**config.mk**
```make
export PLATFORM = sky130hd
export DESIGN_NAME = uart_echo_ctrl
export DESIGN_NICKNAME = d
export VERILOG_FILES = /design/src/rtl/uart_echo_pkg.sv /design/src/rtl/uart_sync_fifo.sv /design/src/rtl/uart_echo_ctrl.sv
export SDC_FILE = /design/constraint.sdc
export NUM_CORES = 1
export LEC_CHECK = 0
export CAP_MARGIN = 40
export CORE_UTILIZATION = 45
export CTS_CLUSTER_DIAMETER = 120
export DETAILED_ROUTE_END_ITERATION = 8
export PLACE_DENSITY = 0.61
export SETUP_SLACK_MARGIN = 0.05
export SLEW_MARGIN = 20
export SYNTH_ARGS = -nofsm -noshare
export SYNTH_HDL_FRONTEND = slang
export SYNTH_SLANG_ARGS = --single-unit
```
**constraint.sdc**
```tcl
create_clock -name i_clk -period 3.3 [get_ports i_clk]
set_clock_uncertainty 0.1 [all_clocks]
set_input_delay 0.33 -clock i_clk [delete_from_list [all_inputs] [get_ports i_clk]]
set_output_delay 0.33 -clock i_clk [all_outputs]
set_load 0.02 [all_outputs]
```
**src/rtl/uart_echo_pkg.sv**
```systemverilog
// Shared state encodings and constants for the UART echo controller.
// Used by uart_echo_ctrl; the statistics width applies only when UART_ECHO_STATS_EN is defined.
package uart_echo_pkg;

   typedef enum logic {
      R_IDLE,
      R_ACK
   } rx_state_e;

   typedef enum logic [1:0] {
      T_IDLE,
      T_WAIT,
      T_SEND
   } tx_state_e;

   localparam int STAT_W = 16;

endpackage

```
**src/rtl/uart_sync_fifo.sv**
```systemverilog
// Synchronous FIFO with a registered read port: data_o updates on the edge that pops.
// A push into a full FIFO is accepted only when a pop happens in the same cycle.
module uart_sync_fifo #(
   parameter int DATA_W     = 8,
   parameter int FIFO_DEPTH = 16
) (
   input  logic                          clk_i,
   input  logic                          rst_i,
   input  logic                          push_i,
   input  logic [DATA_W-1:0]             data_i,
   input  logic                          pop_i,
   output logic [DATA_W-1:0]             data_o,
   output logic                          full_o,
   output logic                          empty_o,
   output logic [$clog2(FIFO_DEPTH):0]   level_o
);

   localparam int AW = $clog2(FIFO_DEPTH);

   logic [DATA_W-1:0] mem_q [FIFO_DEPTH];
   logic [AW-1:0]     wrPtr_q;
   logic [AW-1:0]     rdPtr_q;
   logic [AW:0]       level_q;
   logic [DATA_W-1:0] data_q;
   logic              pushOk;
   logic              popOk;

   assign full_o  = (level_q == (AW+1)'(FIFO_DEPTH));
   assign empty_o = (level_q == '0);
   assign popOk   = pop_i && !empty_o;
   assign pushOk  = push_i && (!full_o || popOk);
   assign data_o  = data_q;
   assign level_o = level_q;

   // Pointers are exactly AW bits wide, so they wrap modulo the power-of-two depth.
   always_ff @(posedge clk_i or posedge rst_i) begin
      if (rst_i) begin
         wrPtr_q <= '0;
         rdPtr_q <= '0;
         level_q <= '0;
         data_q  <= '0;
      end else begin
         if (pushOk) begin
            wrPtr_q <= wrPtr_q + 1'b1;
         end
         if (popOk) begin
            rdPtr_q <= rdPtr_q + 1'b1;
            data_q  <= mem_q[rdPtr_q];
         end
         if (pushOk && !popOk) begin
            level_q <= level_q + 1'b1;
         end else if (popOk && !pushOk) begin
            level_q <= level_q - 1'b1;
         end
      end
   end

   always_ff @(posedge clk_i) begin
      if (pushOk) begin
         mem_q[wrPtr_q] <= data_i;
      end
   end

endmodule

```
**src/rtl/uart_echo_ctrl.sv**
```systemverilog
// Loopback controller between uart_rx and uart_tx: buffers, delays and echoes words, stretches activity pulses.
// Define UART_ECHO_STATS_EN to add saturating o_rx_count / o_tx_count statistics ports.
module uart_echo_ctrl
   import uart_echo_pkg::*;
#(
   parameter int DATA_W         = 8,
   parameter int FIFO_DEPTH     = 16,
   parameter int ECHO_DELAY_CYC = 2_000_000,
   parameter int PULSE_CYC      = 5_400_000
) (
   input  logic                          i_clk,
   input  logic                          i_rst,
   input  logic                          i_rx_done,
   input  logic [DATA_W-1:0]             i_rx_data,
   input  logic                          i_rx_frame_err,
   output logic                          o_rx_ack,
   output logic [DATA_W-1:0]             o_tx_data,
   output logic                          o_tx_valid,
   input  logic                          i_tx_ready,
   input  logic                          i_err_clr,
   output logic                          o_rx_pulse,
   output logic                          o_tx_pulse,
   output logic                          o_err_sticky,
   output logic                          o_overflow,
   output logic [$clog2(FIFO_DEPTH):0]   o_fifo_level
`ifdef UART_ECHO_STATS_EN
   ,
   output logic [STAT_W-1:0]             o_rx_count,
   output logic [STAT_W-1:0]             o_tx_count
`endif
);

   localparam int CNT_W = (ECHO_DELAY_CYC > 1) ? $clog2(ECHO_DELAY_CYC) : 1;
   localparam int PLS_W = $clog2(PULSE_CYC + 1);
   localparam logic [CNT_W-1:0] CNT_LAST   = CNT_W'((ECHO_DELAY_CYC > 0) ? ECHO_DELAY_CYC - 1 : 0);
   localparam logic [PLS_W-1:0] PULSE_LOAD = PLS_W'(PULSE_CYC);

   rx_state_e          rxState_q, rxState_d;
   tx_state_e          txState_q, txState_d;
   logic               rxAck_q, rxAck_d;
   logic               txValid_q, txValid_d;
   logic [CNT_W-1:0]   cnt_q, cnt_d;
   logic [PLS_W-1:0]   rxPls_q, rxPls_d;
   logic [PLS_W-1:0]   txPls_q, txPls_d;
   logic               errSticky_q, errSticky_d;
   logic               overflow_q, overflow_d;
   logic               pushReq;
   logic               popReq;
   logic               pushAcc;
   logic               pushDrop;
   logic               txAccept;
   logic               fifoFull;
   logic               fifoEmpty;

   uart_sync_fifo #(
      .DATA_W     (DATA_W),
      .FIFO_DEPTH (FIFO_DEPTH)
   ) u_fifo (
      .clk_i   (i_clk),
      .rst_i   (i_rst),
      .push_i  (pushReq),
      .data_i  (i_rx_data),
      .pop_i   (popReq),
      .data_o  (o_tx_data),
      .full_o  (fifoFull),
      .empty_o (fifoEmpty),
      .level_o (o_fifo_level)
   );

   // popReq is only raised when the FIFO is non-empty, so it frees a slot this cycle.
   assign pushAcc  = pushReq && (!fifoFull || popReq);
   assign pushDrop = pushReq && fifoFull && !popReq;
   assign txAccept = txValid_q && i_tx_ready;

   always_comb begin
      rxState_d = rxState_q;
      rxAck_d   = rxAck_q;
      pushReq   = 1'b0;
      case (rxState_q)
         R_IDLE: begin
            if (i_rx_done) begin
               pushReq   = 1'b1;
               rxAck_d   = 1'b1;
               rxState_d = R_ACK;
            end
         end
         R_ACK: begin
            if (!i_rx_done) begin
               rxAck_d   = 1'b0;
               rxState_d = R_IDLE;
            end
         end
         default: begin
            rxAck_d   = 1'b0;
            rxState_d = R_IDLE;
         end
      endcase
   end

   always_comb begin
      txState_d = txState_q;
      txValid_d = txValid_q;
      cnt_d     = cnt_q;
      popReq    = 1'b0;
      case (txState_q)
         T_IDLE: begin
            if (!fifoEmpty) begin
               popReq = 1'b1;
               cnt_d  = '0;
               if (ECHO_DELAY_CYC == 0) begin
                  txValid_d = 1'b1;
                  txState_d = T_SEND;
               end else begin
                  txState_d = T_WAIT;
               end
            end
         end
         T_WAIT: begin
            cnt_d = cnt_q + 1'b1;
            if (cnt_q == CNT_LAST) begin
               txValid_d = 1'b1;
               txState_d = T_SEND;
            end
         end
         T_SEND: begin
            if (i_tx_ready) begin
               txValid_d = 1'b0;
               txState_d = T_IDLE;
            end
         end
         default: begin
            txValid_d = 1'b0;
            txState_d = T_IDLE;
         end
      endcase
   end

   // Pulse counters reload on every event, so back-to-back activity extends the pulse.
   always_comb begin
      rxPls_d = rxPls_q;
      txPls_d = txPls_q;
      if (pushAcc) begin
         rxPls_d = PULSE_LOAD;
      end else if (rxPls_q != '0) begin
         rxPls_d = rxPls_q - 1'b1;
      end
      if (txAccept) begin
         txPls_d = PULSE_LOAD;
      end else if (txPls_q != '0) begin
         txPls_d = txPls_q - 1'b1;
      end
      errSticky_d = i_rx_frame_err ? 1'b1 : (i_err_clr ? 1'b0 : errSticky_q);
      overflow_d  = pushDrop       ? 1'b1 : (i_err_clr ? 1'b0 : overflow_q);
   end

   always_ff @(posedge i_clk or posedge i_rst) begin
      if (i_rst) begin
         rxState_q   <= R_IDLE;
         txState_q   <= T_IDLE;
         rxAck_q     <= 1'b0;
         txValid_q   <= 1'b0;
         cnt_q       <= '0;
         rxPls_q     <= '0;
         txPls_q     <= '0;
         errSticky_q <= 1'b0;
         overflow_q  <= 1'b0;
      end else begin
         rxState_q   <= rxState_d;
         txState_q   <= txState_d;
         rxAck_q     <= rxAck_d;
         txValid_q   <= txValid_d;
         cnt_q       <= cnt_d;
         rxPls_q     <= rxPls_d;
         txPls_q     <= txPls_d;
         errSticky_q <= errSticky_d;
         overflow_q  <= overflow_d;
      end
   end

   assign o_rx_ack     = rxAck_q;
   assign o_tx_valid   = txValid_q;
   assign o_rx_pulse   = (rxPls_q != '0);
   assign o_tx_pulse   = (txPls_q != '0);
   assign o_err_sticky = errSticky_q;
   assign o_overflow   = overflow_q;

`ifdef UART_ECHO_STATS_EN
   logic [STAT_W-1:0] rxCount_q, rxCount_d;
   logic [STAT_W-1:0] txCount_q, txCount_d;

   // Clear takes priority over a same-cycle increment; both counters saturate.
   always_comb begin
      rxCount_d = rxCount_q;
      txCount_d = txCount_q;
      if (i_err_clr) begin
         rxCount_d = '0;
         txCount_d = '0;
      end else begin
         if (pushAcc && (rxCount_q != '1)) begin
            rxCount_d = rxCount_q + 1'b1;
         end
         if (txAccept && (txCount_q != '1)) begin
            txCount_d = txCount_q + 1'b1;
         end
      end
   end

   always_ff @(posedge i_clk or posedge i_rst) begin
      if (i_rst) begin
         rxCount_q <= '0;
         txCount_q <= '0;
      end else begin
         rxCount_q <= rxCount_d;
         txCount_q <= txCount_d;
      end
   end

   assign o_rx_count = rxCount_q;
   assign o_tx_count = txCount_q;
`endif

endmodule

```
After elaboration in Yosys (flattened, before gate mapping):

Memories as Yosys holds them, arrays and structs flattened. A register that Yosys moved wholly into a read port is not among the register bits.
Cells that the tools add are included.

* reductions and logical operators: 29
* $add $sub $neg: 7
* eq/ne operators: 9
* mux-type cells: 27
* bitwise operators: 2

Operator list (number)
* $mux W23: 4
* $reduce_bool A23 Y1: 2
* $sub A23 B1 Y23 const B: 2
* $pmux W21 S2: 1
* $add A21 B1 Y21 const B: 1
* $eq A21 B21 Y1 const B: 1
* $mux W21: 1
* $mux W1: 13
* $reduce_bool A2 Y1: 6
* $mux W5: 2
* $ne A2 B2 Y1 const B: 5
* $add A4 B1 Y4 const B: 2
* $logic_and A1 B1 Y1: 8
* $mux W2: 3
* $pmux W2 S3: 1
* $reduce_and A3 Y1: 2
* $add A5 B1 Y5 const B: 1
* $eq A5 B5 Y1 const B: 1
* $logic_not A1 Y1: 5
* $logic_not A5 Y1: 1
* $sub A5 B1 Y5 const B: 1
* $reduce_and A2 Y1: 2
* $pmux W1 S3: 1
* $eq A2 B1 Y1 const B: 1
* other kinds (5): 7

* memories: 1
* bits in registers: 87
* word-level logic and storage cells: 87
* bits in writable memories: 128
* bits of input ports: 14

Memory list
* u_fifo.mem_q: words 16, width 8, rd ports 1, clocked after memory_dff 1, write ports 1, RTL line uart_sync_fifo.sv:20 `logic [DATA_W-1:0] mem_q [FIFO_DEPTH];`

Depth between registers and ports, before layout:

* depth in word-level cells: 10
* mapped depth: 12

Cells and area by module:

From an unflattened synthesis, not the netlist that was laid out.

* cell total of the unflattened synthesis: 708
* area, all modules: 9830.7 sq um

By module, submodules not included
* uart_sync_fifo: sequential area each 4369.2 sq um, area each 5954.5 sq um, times used 1, cells an instance 306
* uart_echo_ctrl: sequential area each 1851.8 sq um, area each 3876.2 sq um, times used 1, cells an instance 402

Worst setup path before layout:

Ideal clock, no wire load.

* path kind: reg-to-reg
* from: reg u_fifo.level_q[0] (netlist: u_fifo.level_o[0])
* to: reg u_fifo.level_q[4] (netlist: u_fifo.level_o[4])
* clock period less this slack: 3.301 ns
* path slack: -0.001 ns
* buffers on the path: 1
* cell stages (with the launch flop): 12
* required time: 3.119 ns
* data arrival time: 3.121 ns
* cells stage by stage: dfrtp_1 -> or4_1 -> o21ai_2 -> clkinv_1 -> clkbuf_1 -> ha_1 -> inv_1 -> ha_1 -> a21o_1 -> a21oi_1 -> mux2i_1 -> xnor2_1

* word-level cells in the longest chain between the ends: 9

RTL lines
* from (decl): RTL line uart_sync_fifo.sv:23 `logic [AW:0] level_q;`
* from (signal assigned): RTL line uart_sync_fifo.sv:51 `level_q <= level_q + 1'b1;`
* from (signal assigned): RTL line uart_sync_fifo.sv:53 `level_q <= level_q - 1'b1;`
* $logic_not A5 Y1: RTL line uart_sync_fifo.sv:29 `assign empty_o = (level_q == '0);`
* $mux W1: RTL line uart_echo_ctrl.sv:107 `if (!fifoEmpty) begin`
* $mux W1: RTL line uart_echo_ctrl.sv:105 `case (txState_q)`
* $logic_and A1 B1 Y1: RTL line uart_sync_fifo.sv:30 `assign popOk = pop_i && !empty_o;`
* $logic_or A1 B1 Y1: RTL line uart_sync_fifo.sv:31 `assign pushOk = push_i && (!full_o || popOk);`
* $logic_and A1 B1 Y1: RTL line uart_sync_fifo.sv:31
* $logic_not A1 Y1: RTL line uart_sync_fifo.sv:52 `end else if (popOk && !pushOk) begin`
* $logic_and A1 B1 Y1: RTL line uart_sync_fifo.sv:52
* $reduce_bool A2 Y1 (no source line)

Parallel ways exist; a longest one is shown, timed or not. The select of a mux whose other input is x is not followed.
A chain may end at the register's enable or synchronous reset.

Worst setup path after layout:

* from: reg rxPls_q[13]
* to: out o_rx_pulse

* word-level cells in the longest chain between the ends: 1

RTL lines
* from (decl): RTL line uart_echo_ctrl.sv:43 `logic [PLS_W-1:0] rxPls_q, rxPls_d;`
* from (signal assigned): RTL line uart_echo_ctrl.sv:173 `rxPls_q <= rxPls_d;`
* $reduce_bool A23 Y1: RTL line uart_echo_ctrl.sv:182 `assign o_rx_pulse = (rxPls_q != '0);`
* to (decl): RTL line uart_echo_ctrl.sv:21 `output logic o_rx_pulse,`

No other way between the ends.

==> summary.md <==
| Metric | Value |
|---|---|
| Status | `finished clean` |
| Maximum Capacitance Violations | `0` |
| Mapped Nets | `751` |
| Total negative setup slack | `0 ns` |
| Flop pwr share | `0.460` |
| Power density cells | `roughly 660 mW/mm^2` |
| Worst vdd ir | `between 0.0004 and 0.0005 V` |
| Switch share | `0.274` |
| Post-synth ARST share | `0.426` |
| # rows | `between 50 and 60` |
| H-tree depth | `1` |
| Nets | `around 810` |
| Detailed placer's ending HPWL | `between 10 and 15 mm` |
| Clock transition at path regs | `0.06 ns` |
| Commonest non-fill, non-tap cell in the layout | `edfxtp_1` |
| Drt initial violations | `383` |
| DR pass1 iterations | `5` |
| Worst-Skew Late Latency | `0.52 ns` |
| Core Box Area | `around 0.022 sq mm` |
| Worst hold path type | `input port to async pin` |
| Post-Route WL | `about 21 mm` |
| Post-CTS Setup Repair Bufs | `0` |
| Pre-CTS setup slack | `about 0.33 ns` |
| Hold Vio Cnt, Final | `0` |
| Type of the worst setup path | `flop to output pin` |
| RSZ-0062 raised after global routing | `no` |
| Internal power | `between 5000 and 6000 uW` |
| Tcrit/Tclk final | `0.947` |
| CP required | `roughly 2.9 ns` |
| Filler instances | `approximately 1800` |
| Synth unique cells | `65` |
| Arrival @ worst endpoint | `between 2 and 3 ns` |
| Chip height | `roughly 150 um` |
| Initial antenna violation count | `0` |
| Post-Syn Area | `slightly below 0.01 sq mm` |
| Clock buffer count from CTS | `25` |
| Cells after synthesis | `slightly above 700` |
| Number of synthesized flops with an enable pin | `~130` |
| Post-route ant nets | `0` |
| Synth Flop Type | `edfxtp_1` |
| Normalized max-slew margin | `0.508` |
| Worst r2r src | `u_fifo.level_o[0]$_DFFE_PP0P_` |
| CTS tree | `yes` |
| DRC errors left | `0` |
| Post-cts sizing count | `0` |
| NetSw | `~2100 uW` |
| P_leak | `~0.0041 uW` |
| Via count | `~6200` |
| R2R depth | `10` |
| Total power | `roughly 7700 uW` |
| Post-Syn Area per Cell | `roughly 14 sq um` |
| N_diodes | `0` |
| Global-route total usage across every layer | `0.194` |
| Seq cells post-synth | `about 220` |
| Yosys warnings | `0` |
| Crit-path max FO | `9` |
| Fmax | `approximately 320 MHz` |
| Setup WS post-layout | `about 0.17 ns` |
| Worst Tran Pin Value | `between 0.7 and 0.8 ns` |
| Chip width | `between 150 and 200 um` |
| Port Buffer Count | `32` |
| IO Count | `33` |
| Final min period | `~3.1 ns` |
| Area delta synth->final | `16.2%` |
| Largest net degree at the start of global routing | `48` |
| Most frequent cells in the layout | `128 x edfxtp_1, 94 x dfrtp_1, 54 x nand2_1, 41 x nor2_1, 36 x mux2i_1` |
| Clock sink count | `around 220` |
| Fin cells | `~1100` |
| Worst setup EP type | `output pin` |
| Via density | `around 5.8` |
| Vias in the first global route | `around 6300` |
| Hold_buf cts | `0` |
| Initial Util | `0.457` |
| Routability cong. | `0.834` |
| Share of layout cells above drive strength 1 | `0.150` |
| Clk root buf | `clkbuf_16` |
| Global-route wire length before repair | `between 30 and 40 mm` |
| Wirelength per Cell | `a little under 20 um` |
| Die area | `0.0227 sq mm` |
| Crit path from | `rxPls_q[13]$_DFFE_PP0P_` |
| Dpl cells | `around 1000` |
| Slew Limit Fails | `0` |
| Gate power share | `0.179` |
| GRT overflow | `0` |
| Final setup vio count | `0` |
| Startpoint types | `flop` |
| CTS max path bufs | `3` |
| Clock power frac | `0.362` |
| Sequential area share after synthesis | `0.626` |
==> metrics by stage <==
stage / hold WS, ns / util / cell area (sq um)
global route: 0.211 / 0.531 / 11600
finish: 0.149 / 0.531 / 11600
floorplan: 0.261 / - / 9950
CTS: 0.167 / 0.531 / 11500
detailed placement: 0.364 / 0.493 / 10700
global placement: 0.363 / 0.493 / 10700
==> worst paths after layout <==
check | slack (ns) | end
worst max-delay path | 0.17 | o_rx_pulse
worst min-delay path | 0.15 | o_rx_ack$_DFFE_PP0P_
worst max register to register | 0.34 | u_fifo.level_o[4]$_DFFE_PP0P_
worst min register to register | 0.37 | o_rx_ack$_DFFE_PP0P_
max in group asynchronous | 2.29 | txPls_q[13]$_DFFE_PP0P_
min in group i_clk | 0.21 | rxState_q$_DFF_PP0_
==> power groups by stage <==
stage | Sequential [uW] | Clock [uW] | Combinational [uW]
2_1_floorplan | 3540 | 0 | 914
3_3_place_gp | 3540 | 0 | 1340
3_5_place_dp | 3570 | 0 | 1380
4_1_cts | 3520 | 2830 | 1390
5_1_grt | 3560 | 2950 | 1530
6_report | 3520 | 2770 | 1370
==> flip-flops by register name, summed over array words and instances, names as in the netlist <==
register and flops:
cnt_q 21, o_err_sticky 1, o_overflow 1, o_rx_ack 1, o_tx_valid 1, rxPls_q 23, rxState_q 1, txPls_q 23
txState_q 2, u_fifo.data_o 8, u_fifo.level_o 5, u_fifo.mem_q 128, u_fifo.rdPtr_q 4, u_fifo.wrPtr_q 4
==> cells in the mapped netlist, types with 6 or more instances <==
| cell | instances | share of area |
|---|---|---|
| a21oi_1 | 23 | 0.012 |
| a221oi_1 | 8 | 0.0070 |
| and2_1 | 10 | 0.0063 |
| and4_1 | 6 | 0.0053 |
| buf_2 | 11 | 0.0055 |
| clkbuf_1 | 19 | 0.0072 |
| dfrtp_1 | 95 | 0.24 |
| edfxtp_1 | 128 | 0.39 |
| ha_1 | 13 | 0.016 |
| inv_1 | 16 | 0.0060 |
| mux2i_1 | 36 | 0.036 |
| mux4_2 | 32 | 0.072 |
| nand2_1 | 54 | 0.020 |
| nand2b_1 | 18 | 0.011 |
| nand3_1 | 17 | 0.0086 |
| nand4_1 | 8 | 0.0050 |
| nand4b_1 | 6 | 0.0053 |
| nor2_1 | 41 | 0.015 |
| nor3_1 | 15 | 0.0075 |
| nor4_1 | 10 | 0.0063 |
| o21ai_0 | 21 | 0.011 |
| o22ai_1 | 9 | 0.0057 |
| o31ai_1 | 14 | 0.011 |
| or3_1 | 9 | 0.0057 |
| or4_1 | 12 | 0.0091 |
| xnor2_1 | 9 | 0.0079 |
==> metal layers <==
layer  wire length, um  vias to the layer above  GRT usage
met3               806                       33     0.0318
met1              9180                     3137      0.256
li1                  -                     2913          -
met5                 0                        -          0
met2             10500                      123      0.335
met4               423                        0     0.0450
==> final cells by class <==
type | count | area, sq um | area share
clock buffer | 36 | 697 | 0.0603
tap | 280 | 350 | 0.0303
clock inverter | 10 | 130 | 0.0113
multi-input combinational | 449 | 3530 | 0.305
sequential | 223 | 6220 | 0.538
inverter | 18 | 71.3 | 0.00617
timing repair buffer | 62 | 558 | 0.0483
==> critical path, stage by stage (launching register included) <==
cell,delay (ns)
dfrtp_1,0.41
or4_1,0.71
nor4_2,0.39
nand2_2,0.12
clkdlybuf4s50_1,0.56
==> cells by family (layout without fill, tap and decap cells) <==
logic type,count (synthesis),after routing,synth area share
xor gates and xnor gates,12,12,0.0106
DFF,223,223,0.626
and+or+nand+nor,242,242,0.139
adders and majority gates,14,14,0.0184
AOI/OAI and AO/OA,112,112,0.0760
buffers and inverters,51,126,0.0206
muxes,69,69,0.110
Note: power is estimated with default switching activity, not from simulation.
